<file path="src/rtl/fp32_pkg.sv">
// -----------------------------------------------------------------------------
// fp32_pkg
// Shared IEEE-754 single-precision definitions: field widths, exponent bias,
// the canonical quiet NaN, an operand classification enum and a classifier.
// Denormals classify as FP_ZERO (flush-to-zero datapath).
// -----------------------------------------------------------------------------
package fp32_pkg;

   localparam int          EXP_W   = 8;
   localparam int          FRAC_W  = 23;
   localparam int          BIAS    = 127;
   localparam int          EXP_MAX = 255;
   localparam logic [31:0] QNAN    = 32'h7FC0_0000;

   typedef enum logic [1:0] {
      FP_ZERO,
      FP_NORM,
      FP_INF,
      FP_NAN
   } fp_class_e;

   function automatic fp_class_e fp_classify(input logic [31:0] x);
      logic [EXP_W-1:0]  e;
      logic [FRAC_W-1:0] f;
      e = x[30:23];
      f = x[22:0];
      if (e == '0)
         return FP_ZERO;
      else if (e == EXP_W'(EXP_MAX))
         return (f == '0) ? FP_INF : FP_NAN;
      else
         return FP_NORM;
   endfunction

endpackage

</file>
<file path="src/rtl/fp32_round_norm.sv">
// -----------------------------------------------------------------------------
// fp32_round_norm
// Combinational normalise + round-to-nearest-even for a 48-bit product of two
// 24-bit significands (hidden 1 included), so the product lies in [1, 4).
//   prod_i  : 48-bit significand product
//   exp_i   : signed biased exponent before normalisation
//   frac_o  : 23-bit rounded fraction (hidden 1 dropped)
//   exp_o   : signed biased exponent after normalisation and rounding carry
// -----------------------------------------------------------------------------
module fp32_round_norm
   import fp32_pkg::*;
(
   input  logic        [47:0]       prod_i,
   input  logic signed [9:0]        exp_i,
   output logic        [FRAC_W-1:0] frac_o,
   output logic signed [9:0]        exp_o
);

   logic [FRAC_W-1:0] frac_t;
   logic [FRAC_W:0]   frac_rnd;
   logic signed [9:0] exp_t;
   logic              guard;
   logic              sticky;
   logic              round_up;

   // NOTE: every signal assigned in this block gets a default first, so no
   // path can leave one unassigned and infer a latch.
   always_comb begin
      frac_t = prod_i[45:23];
      guard  = prod_i[22];
      sticky = |prod_i[21:0];
      exp_t  = exp_i;
      // Product in [2, 4): shift one further right and bump the exponent.
      if (prod_i[47]) begin
         frac_t = prod_i[46:24];
         guard  = prod_i[23];
         sticky = |prod_i[22:0];
         exp_t  = exp_i + 10'sd1;
      end

      round_up = guard & (sticky | frac_t[0]);
      frac_rnd = {1'b0, frac_t} + {{FRAC_W{1'b0}}, round_up};

      frac_o = frac_rnd[FRAC_W-1:0];
      exp_o  = exp_t;
      // All-ones fraction rounded up: significand becomes 2.0 -> 1.0 x 2^1.
      if (frac_rnd[FRAC_W]) begin
         frac_o = '0;
         exp_o  = exp_t + 10'sd1;
      end
   end

endmodule

</file>
<file path="src/rtl/fp32_pipe_multiplier.sv">
// -----------------------------------------------------------------------------
// fp32_pipe_multiplier
// Three-stage pipelined IEEE-754 single-precision multiplier with valid/ready
// on both sides and a sideband tag carried alongside each product.
//   Stage 1: unpack, classify, exponent sum, 24x24 significand product
//   Stage 2: normalise and round (fp32_round_norm)
//   Stage 3: special-case resolution and packing into the output register
// Ports:
//   clk, rst_n                 clock, asynchronous active-low reset
//   in_valid/in_ready          operand handshake; in_a, in_b, in_tag
//   out_valid/out_ready        result handshake; result, out_tag
//   overflow/underflow/exception  per-result flags, valid with out_valid
// All stages advance together whenever the output slot is free or consumed.
// -----------------------------------------------------------------------------
module fp32_pipe_multiplier
   import fp32_pkg::*;
#(
   parameter int XLEN  = 32,
   parameter int TAG_W = 4
) (
   input  logic             clk,
   input  logic             rst_n,
   input  logic             in_valid,
   output logic             in_ready,
   input  logic [XLEN-1:0]  in_a,
   input  logic [XLEN-1:0]  in_b,
   input  logic [TAG_W-1:0] in_tag,
   output logic             out_valid,
   input  logic             out_ready,
   output logic [XLEN-1:0]  result,
   output logic [TAG_W-1:0] out_tag,
   output logic             overflow,
   output logic             underflow,
   output logic             exception
);

   localparam logic signed [9:0] BIAS_S    = 10'(BIAS);
   localparam logic signed [9:0] EXP_MAX_S = 10'(EXP_MAX);

   logic en;

   // ---------------- stage 1: unpack ----------------
   fp_class_e         cls_a, cls_b;
   logic signed [9:0] exp_sum;
   logic [47:0]       prod;

   assign cls_a   = fp_classify(in_a);
   assign cls_b   = fp_classify(in_b);
   assign exp_sum = $signed({2'b00, in_a[30:23]}) + $signed({2'b00, in_b[30:23]}) - BIAS_S;
   assign prod    = 48'({1'b1, in_a[FRAC_W-1:0]}) * 48'({1'b1, in_b[FRAC_W-1:0]});

   logic              s1_valid_q;
   logic [TAG_W-1:0]  s1_tag_q;
   logic              s1_sign_q;
   fp_class_e         s1_cls_a_q, s1_cls_b_q;
   logic signed [9:0] s1_exp_q;
   logic [47:0]       s1_prod_q;

   // ---------------- stage 2: normalise / round ----------------
   logic [FRAC_W-1:0] rn_frac;
   logic signed [9:0] rn_exp;

   fp32_round_norm u_round_norm (
      .prod_i (s1_prod_q),
      .exp_i  (s1_exp_q),
      .frac_o (rn_frac),
      .exp_o  (rn_exp)
   );

   logic              s2_valid_q;
   logic [TAG_W-1:0]  s2_tag_q;
   logic              s2_sign_q;
   fp_class_e         s2_cls_a_q, s2_cls_b_q;
   logic signed [9:0] s2_exp_q;
   logic [FRAC_W-1:0] s2_frac_q;

   // ---------------- stage 3: special cases and pack ----------------
   logic [XLEN-1:0]  result_d;
   logic             overflow_d, underflow_d, exception_d;
   logic             any_nan, any_inf, any_zero;

   logic             out_valid_q;
   logic [XLEN-1:0]  result_q;
   logic [TAG_W-1:0] out_tag_q;
   logic             overflow_q, underflow_q, exception_q;

   assign any_nan  = (s2_cls_a_q == FP_NAN)  || (s2_cls_b_q == FP_NAN);
   assign any_inf  = (s2_cls_a_q == FP_INF)  || (s2_cls_b_q == FP_INF);
   assign any_zero = (s2_cls_a_q == FP_ZERO) || (s2_cls_b_q == FP_ZERO);

   always_comb begin
      result_d    = {s2_sign_q, s2_exp_q[EXP_W-1:0], s2_frac_q};
      overflow_d  = 1'b0;
      underflow_d = 1'b0;
      exception_d = 1'b0;
      if (any_nan || (any_inf && any_zero)) begin
         result_d    = QNAN;
         exception_d = 1'b1;
      end else if (any_inf) begin
         result_d    = {s2_sign_q, {EXP_W{1'b1}}, {FRAC_W{1'b0}}};
         exception_d = 1'b1;
      end else if (any_zero) begin
         result_d    = {s2_sign_q, {(XLEN-1){1'b0}}};
      end else if (s2_exp_q >= EXP_MAX_S) begin
         result_d    = {s2_sign_q, {EXP_W{1'b1}}, {FRAC_W{1'b0}}};
         overflow_d  = 1'b1;
      end else if (s2_exp_q <= 10'sd0) begin
         result_d    = {s2_sign_q, {(XLEN-1){1'b0}}};
         underflow_d = 1'b1;
      end
   end

   // ---------------- pipeline control ----------------
   assign en       = !out_valid_q || out_ready;
   assign in_ready = en;

   // NOTE: sequential state is written with non-blocking assignments so every
   // stage samples the previous stage's value from before this edge.
   always_ff @(posedge clk or negedge rst_n) begin
      if (!rst_n) begin
         s1_valid_q  <= 1'b0;
         s2_valid_q  <= 1'b0;
         out_valid_q <= 1'b0;
         result_q    <= '0;
         out_tag_q   <= '0;
         overflow_q  <= 1'b0;
         underflow_q <= 1'b0;
         exception_q <= 1'b0;
      end else if (en) begin
         s1_valid_q  <= in_valid;
         s2_valid_q  <= s1_valid_q;
         out_valid_q <= s2_valid_q;
         // Output data only loads with a real result, so bubbles leave the
         // last result (or the reset zeros) on the bus.
         if (s2_valid_q) begin
            result_q    <= result_d;
            out_tag_q   <= s2_tag_q;
            overflow_q  <= overflow_d;
            underflow_q <= underflow_d;
            exception_q <= exception_d;
         end
      end
   end

   // NOTE: internal datapath registers carry no reset; their contents are
   // ignored until the matching valid bit, which is reset, marks them live.
   always_ff @(posedge clk) begin
      if (en) begin
         s1_tag_q   <= in_tag;
         s1_sign_q  <= in_a[XLEN-1] ^ in_b[XLEN-1];
         s1_cls_a_q <= cls_a;
         s1_cls_b_q <= cls_b;
         s1_exp_q   <= exp_sum;
         s1_prod_q  <= prod;

         s2_tag_q   <= s1_tag_q;
         s2_sign_q  <= s1_sign_q;
         s2_cls_a_q <= s1_cls_a_q;
         s2_cls_b_q <= s1_cls_b_q;
         s2_exp_q   <= rn_exp;
         s2_frac_q  <= rn_frac;
      end
   end

   assign out_valid = out_valid_q;
   assign result    = result_q;
   assign out_tag   = out_tag_q;
   assign overflow  = overflow_q;
   assign underflow = underflow_q;
   assign exception = exception_q;

endmodule
</file>
<file path="config.mk">
export PLATFORM = sky130hd
export DESIGN_NAME = fp32_pipe_multiplier
export DESIGN_NICKNAME = d
export VERILOG_FILES = /design/src/rtl/fp32_pkg.sv /design/src/rtl/fp32_round_norm.sv /design/src/rtl/fp32_pipe_multiplier.sv
export SDC_FILE = /design/constraint.sdc
export NUM_CORES = 2
export LEC_CHECK = 0
export CAP_MARGIN = 20
export CORE_MARGIN = 3
export CORE_UTILIZATION = 46
export CTS_BUF_LIST = sky130_fd_sc_hd__clkbuf_8
export DETAILED_ROUTE_END_ITERATION = 10
export PLACE_DENSITY = 0.6
export SLEW_MARGIN = 40
export SYNTH_ARGS = -nofsm -noshare
export SYNTH_HDL_FRONTEND = slang
export SYNTH_HIERARCHICAL = 1
export SYNTH_SLANG_ARGS = --single-unit
</file>
<file path="constraint.sdc">
create_clock -name clk -period 6.5 [get_ports clk]
set_clock_uncertainty 0.1 [all_clocks]
set_input_delay 0.975 -clock clk [delete_from_list [all_inputs] [get_ports clk]]
set_output_delay 0.975 -clock clk [all_outputs]
set_load 0.005 [all_outputs]
</file>
==> results.md <==
* Port Buf Inserts at 112
* I/O pin count at 113
* Setup crit start: in_a[3]
* FMAX at 144 MHz
* Global Route met3 Usage at 5.60%
* Synth Flop Type: edfxtp_1
* Register clock-pin slew on the reported worst setup and hold paths at 0.09 ns
* Status: finished, violations left
* Gp weighted congestion at 0.906
* Area of the multi-input gates at 20100 sq um
* Vias at 20274
* CTS Hold Bufs at 0
* Met2 Use GR at 42.8%
* Drt pass-1 iters at 6
* CTS tree: yes
* CTS buffer count at 17
* Routed wire per std cell at 19.5 microns
* Gr ovfl total at 0
* Num rows at 86
* Hpwl dp at 60500 microns
* Worst-Margin Slew at 0.833 ns
* Slew headroom at 44.0%
* CP dominant cell by count: fa_1
* Final setup margin at -0.445 ns
* CP arrival at 7.04 ns
* Largest family of logic cells by synthesized area: adder cells
* Worst path max stage delay at 0.54 ns
* Clock sinks at 151
* Post-synth ARST share at 27.8%
* Reg area at 4320 sq um
* Grt met1 use at 34.8%
* Iteration-0 DRC count of the detailed router at 1179
* Area grow syn2layout at 29.5%
* Mux share of post-synthesis cell area at 0.917%
* Hold slack at 0.323 ns
* Post-layout min period at 6.95 ns
* Sequential-to-total area share from yosys stat at 16.6%
* Die Y at 244 microns
* Final hold viol count at 0
* Hold path startpoint: s1_cls_a_q[1]
* Clock Latency Late Sink at 0.44 ns
* #FFs+latches synth at 151
* Mapped cell area at 26100 sq um
* Syn Inst Count at 2711
* Max_cap viols at 0
* Setup Viol. Count Final at 25
* Gr usage total at 26.1%
* Post-synthesis compound-gate area fraction at 6.72%
* Fin crit share at 107%
* Fin nets at 3918
* CTS Root Cell: clkbuf_8
* Hold WC Path Type: register to register
* Core footprint at 55500 sq um
* Post-Synth Adder-Cell Area at 46.3%
* Initial antenna violation count at 0
* Post-synth EDFFs at 109
* Clk buf depth at 2
* Initial Util at 46.9%
* Critical Path Sink Type: register
* Reg2reg start: s1_prod_q[47]
* DRT Wirelength at 76600 microns
* Crit-path max FO at 7
* Simple-Gate Fraction of Synth Area at 15.9%
* Placed inst area at 30600 sq um
* Share of post-route cells with drive strength above 1 at 26.1%
* Avg Vias per Cell at 5.15
* DRC Markers at 0
* Final Slew Violations at 0
* Die W at 244 microns
* Synth cell types at 75
* CP required at 6.60 ns
* Vias in the first global route at 21793
* RSZ-0062 raised after global routing: yes
* First-pass GRT wire length at 121000 microns
* Filler cells at 4683
* Yosys Warn Count at 6
* Syn avg cell area at 9.61 sq um
* Pre-CTS setup slack at -1.38 ns
* CTS H-Tree Depth at 4
* Failing checks: setup timing
* Design area at 33800 sq um
* Post-Synth XOR/XNOR Area at 2.89%
* CP cell instances: dlygate4sd2_1 > buf_6 > and2_1 > fa_1 > inv_1 > fa_1 > inv_1 > fa_1 > fa_2 > fa_1 > fa_1 > inv_1 > fa_1 > inv_2 > ha_4 > buf_4 > and2_4 > nand3_2 > a21oi_4 > a41oi_4 > o41ai_4 > nand2_1 > o21ai_1 > xor2_1
* Crit Path Category: primary input to register
* Worst path slowest cell: fa_1
* Reg2reg setup slack at 3.09 ns
* Startpoint types: primary input
* Routed Antenna Nets at 0
* Die area at 59600 sq um
* GRT Max-Usage Layer: met2
* Syn_nets at 3457
* Largest net degree at the start of global routing at 88
synthesized netlist by cell type (10+ instances only):
master | count | share of area, %
inv_1 | 579 | 8.3
fa_1 | 483 | 37
nand2_1 | 312 | 4.5
and2_1 | 264 | 6.3
ha_1 | 191 | 9.2
edfxtp_1 | 109 | 13
clkbuf_1 | 106 | 1.5
nor2_1 | 84 | 1.2
a21oi_1 | 68 | 1.3
xnor2_1 | 49 | 1.6
dfrtp_1 | 42 | 4.0
o21ai_0 | 41 | 0.79
xor2_1 | 37 | 1.2
nand4_1 | 34 | 0.82
nand3_1 | 32 | 0.61
a21o_1 | 30 | 0.86
nor4_1 | 25 | 0.60
a22o_1 | 22 | 0.74
mux2i_1 | 16 | 0.61
nor3_1 | 14 | 0.27
a31oi_1 | 13 | 0.31
and3_1 | 12 | 0.29
o21bai_1 | 11 | 0.32
nand2b_1 | 10 | 0.24
worst max-delay path, delay by kind of cell:
kind / cells / cell delay, ns
adders and majority gates: 8 / 3.80
and+or+nand+nor: 4 / 0.51
AOI/OAI and AO/OA: 4 / 0.97
buffers and inverters: 7 / 0.73
xor gates and xnor gates: 1 / 0.08
stage by stage:
stage                     util [%]  cells  TNS, ns
final                         60.8   3934    -6.34
after global routing          60.8   3933    -9.38
after CTS                     60.0   3924    -5.32
after detailed placement      55.2   3762   -37.01
after global placement        55.1   3760   -34.96
after floorplan                  -   2711    -4.20
layout make-up:
class / count / share of cell area, %
Antenna cell: 1 / 0.00741
Clock buffer: 17 / 0.693
Clock inverter: 15 / 0.478
Inverter: 582 / 6.54
Multi-Input combinational cell: 1851 / 59.6
Sequential cell: 151 / 12.8
Tap cell: 748 / 2.77
Timing Repair Buffer: 569 / 17.1
sequential cells by signal, indices dropped and copies added, names as in the netlist, 2 cells and up:
signal      flops
s1_prod_q      48
s2_cls_b_q      2
s2_exp_q       10
s1_cls_a_q      2
result         32
s1_tag_q        4
s1_cls_b_q      2
s1_exp_q       10
out_tag         4
s2_cls_a_q      2
s2_frac_q      23
s2_tag_q        4
path summary, 6_finish.rpt:
kind / end / depth (start not counted)
max in group asynchronous: out_tag[1] / 1
min in group asynchronous: result[17] / 1
worst min register to register: s2_cls_a_q[1] / 0
worst max-delay path: s1_prod_q[40] / 24
worst min-delay path: s2_cls_a_q[1] / 0
worst max register to register: s2_exp_q[9] / 6
cells in the final DEF, fill, tap and decap left out, drive strengths merged, types with 7 or more instances in the layout:
master         netlist  layout
and2               265     265
nor4                26      26
fa                 483     483
ha                 191     191
dfrtp               42      42
mux2                 7       7
nand2b              10      10
buf                 15     488
a22o                22      22
o21ai               48      48
clkdlybuf4s50        0      65
and3                14      14
xor2                37      37
a21oi               72      72
xnor2               49      49
inv                579     588
nand4               36      36
o21bai              11      11
nor2                84      84
a31oi               13      13
edfxtp             109     109
nor3                15      15
a21o                31      31
nor3b                7       7
nand2              312     312
a211oi               7       7
nand3               33      33
dlygate4sd2          0       9
mux2i               16      16
clkbuf             112      17
logic make-up after synthesis:
group	count (synthesis)
flip-flops	151
AO/OA/AOI/OAI	250
AND/OR/NAND/NOR	818
multiplexers	23
buffers and inverters	709
XOR/XNOR	86
adder cells (fa/ha/maj)	674
what timing repair did:
action	4_1_cts	5_1_grt
resized for setup	468	100
endpoints found under the hold margin	0	0
pin swaps	150	94
setup buffers	117	18
gates cloned	15	0
endpoints found under the setup margin	33	32
per-layer routing:
metal	share of wire (%)	routed length (microns)
met1	43	32600
met3	7.4	5670
met4	3.6	2780
met5	0	0
met2	46	35600
Power is left out: the tool's default activity adds up to more than one toggle a clock period on the data nets, which glitch-free logic cannot reach.
==> edit, RTL diff (same settings) <==
Encoding of `fp_class_e`: now one-hot (4 bits for 4 values).
--- a/src/rtl/fp32_pkg.sv
+++ b/src/rtl/fp32_pkg.sv
@@ -13,9 +13,9 @@
    localparam logic [31:0] QNAN    = 32'h7FC0_0000;
 
-   typedef enum logic [1:0] {
-      FP_ZERO,
-      FP_NORM,
-      FP_INF,
-      FP_NAN
+   typedef enum logic [3:0] {
+      FP_ZERO = 4'b0001,
+      FP_NORM = 4'b0010,
+      FP_INF  = 4'b0100,
+      FP_NAN  = 4'b1000
    } fp_class_e;
 
Function: no difference found for any inputs over 4 cycles, from zero or initial values and one cycle with rst_n low; so few cycles prove little.
==> edit against the original RTL <==
The flow still finishes with violations (negative setup slack); largest cell class unchanged; synthesized cell count increased by 0.37%; critical endpoint is now s1_prod_q[47]$_DFFE_PN_; final area increased by 0.27%; setup slack got worse by 0.087 ns; sequential share of layout area increased by 0.68 points; synthesized area increased by 0.61%; routed wire length increased by 0.56%; count of clock-buffer cells in the layout unchanged; sequential cell count increased by 8; core utilization decreased by 0.073 points; critical path depth decreased by 1; register-to-register slack improved by 0.11 ns.
Power is left out: the tool's default activity adds up to more than one toggle a clock period on the data nets, which glitch-free logic cannot reach.
==> edit: results (changes against the original RTL) <==
Clock tree
  – Setup bufs post-CTS: 123 (was 117)
  – Clock root cell: clkbuf_8 (unchanged)
  – Worst-path clk slew: 0.08 ns
  – Post-CTS Resized: 397 (was 468)
  – CTS buffer count: 17 (unchanged)

Layout
  – Non-Filler Instances: 3944 (was 3934)
  – Diode count: 0 (was 1)
  – Fill count: 4676 (was 4683)
  – Layout cell share with drive strength beyond 1: 25.38% (was 26.12%)

Placed design
  – DP HPWL: 58360 microns (was 60510 microns)
  – Pre-CTS WS: -1.407 ns (was -1.379 ns)
  – Cells after DPL: 3755 (was 3762)
  – Global placer's final weighted congestion: 0.9155 (was 0.9061)
  – Placement Cell Area: 30730 sq um (was 30630 sq um)

Hold path
  – Min-Delay Endpoint: s2_cls_b_q[3]$_DFFE_PN_ (was s2_cls_a_q[1]$_DFFE_PN_)
  – Hold Crit Start: s1_cls_b_q[3]$_SDFFCE_PP0N_ (was s1_cls_a_q[1]$_SDFFCE_PP0N_)
  – Worst hold-check path type: reg -> reg (unchanged)

Yosys
  – Compound-Gate Fraction of Synth Area: 6.250% (was 6.716%)
  – Synth Area in XOR/XNOR: 2.906% (was 2.890%)
  – Post-Syn Area per Cell: 9.638 sq um (was 9.614 sq um)
  – Seq/Total Area, Yosys: 17.41% (was 16.59%)
  – Cell variety after synth: 76 (was 75)
  – Mux cell area share after synthesis: 0.9495% (was 0.9169%)
  – Synth Area in Adders: 45.99% (was 46.27%)
  – Commonest cells post-synth: inv_1, fa_1, nand2_1 (unchanged)
  – Mapped Nets: 3467 (was 3457)
  – Main area contributors after synthesis: fa_1, edfxtp_1, ha_1 (unchanged)
  – Share of synthesized registers carrying an async set or reset: 26.42% (was 27.81%)
  – EDFF count, synth: 117 (was 109)

STA
  – # setup viols final: 28 (was 25)
  – Min setup slack post-route: -0.5327 ns (was -0.4453 ns)
  – Slew HR: 45.19% (was 43.95%)
  – Setup_tns: -9.268 ns (was -6.342 ns)
  – Final hold slack: 0.3223 ns (was 0.3227 ns)

Detailed routing
  – First drt pass iteration count: 5 (was 6)
  – WL final: 77040 microns (was 76610 microns)
  – Vias post-DR: 20.69k (was 20.27k)
  – Initial DRC count: 1244 (was 1179)

Setup path
  – Critical-path maximum fanout: 5 (was 7)
  – Reg2Reg Depth: 7 (was 6)
  – Worst Path Arrival: 7.12 ns (was 7.04 ns)
  – Top delay family on crit path: adder cells (unchanged)
  – Slowest stage delay, CP: 0.60 ns (was 0.54 ns)
  – Critical Path End: s1_prod_q[47]$_DFFE_PN_ (was s1_prod_q[40]$_DFFE_PN_)
  – R2r setup slk: 3.20 ns (was 3.09 ns)
  – CP startpoint: in_b[8] (was in_a[3])

Outcome
  – Failing checks: negative setup slack (unchanged)
  – Outcome: complete, but fails checks (unchanged)

Global route
  – Largest net degree at the start of global routing: 74 (was 88)
  – First-pass GRT wire length: 123500 microns (was 120700 microns)
  – Gr usage total: 26.28% (was 26.12%)
  – Vias in the first global route: 22.43k (was 21.79k)
edit: cell types whose count changed in the layout (fill, tap and decap cells not counted), sizes merged, moves of 7 or more:
cell    change
nand3      -10
a21oi       -9
buf         -9
nor2       +12
o21ai       -7
edfxtp      +8
edit: kinds of logic after synthesis:
group	count (synthesis)
AOI/OAI and AO/OA	231
xor gates and xnor gates	87
adders and majority gates	674
buffers and inverters	711
DFF	159
muxes	24
and+or+nand+nor	835
edit: area by class of cell:
cell class | instances | area [sq um] | share of cell area, %
Multi-Input combinational cell | 1851 | 19880 | 58.73
Clock buffer | 17 | 234.0 | 0.6911
Inverter | 584 | 2215 | 6.541
Sequential cell | 159 | 4564 | 13.48
Clock inverter | 15 | 156.4 | 0.4620
Tap cell | 748 | 935.9 | 2.764
Timing Repair Buffer | 570 | 5867 | 17.33
edit: per-layer routing:
layer  routed length, microns  part of all wire [%]  track usage [%]
met1                    32320                    42            35.78
met2                    35640                    46            42.96
met3                     6240                   8.1            4.708
met4                     2835                   3.7            8.354
met5                        0                     0                0
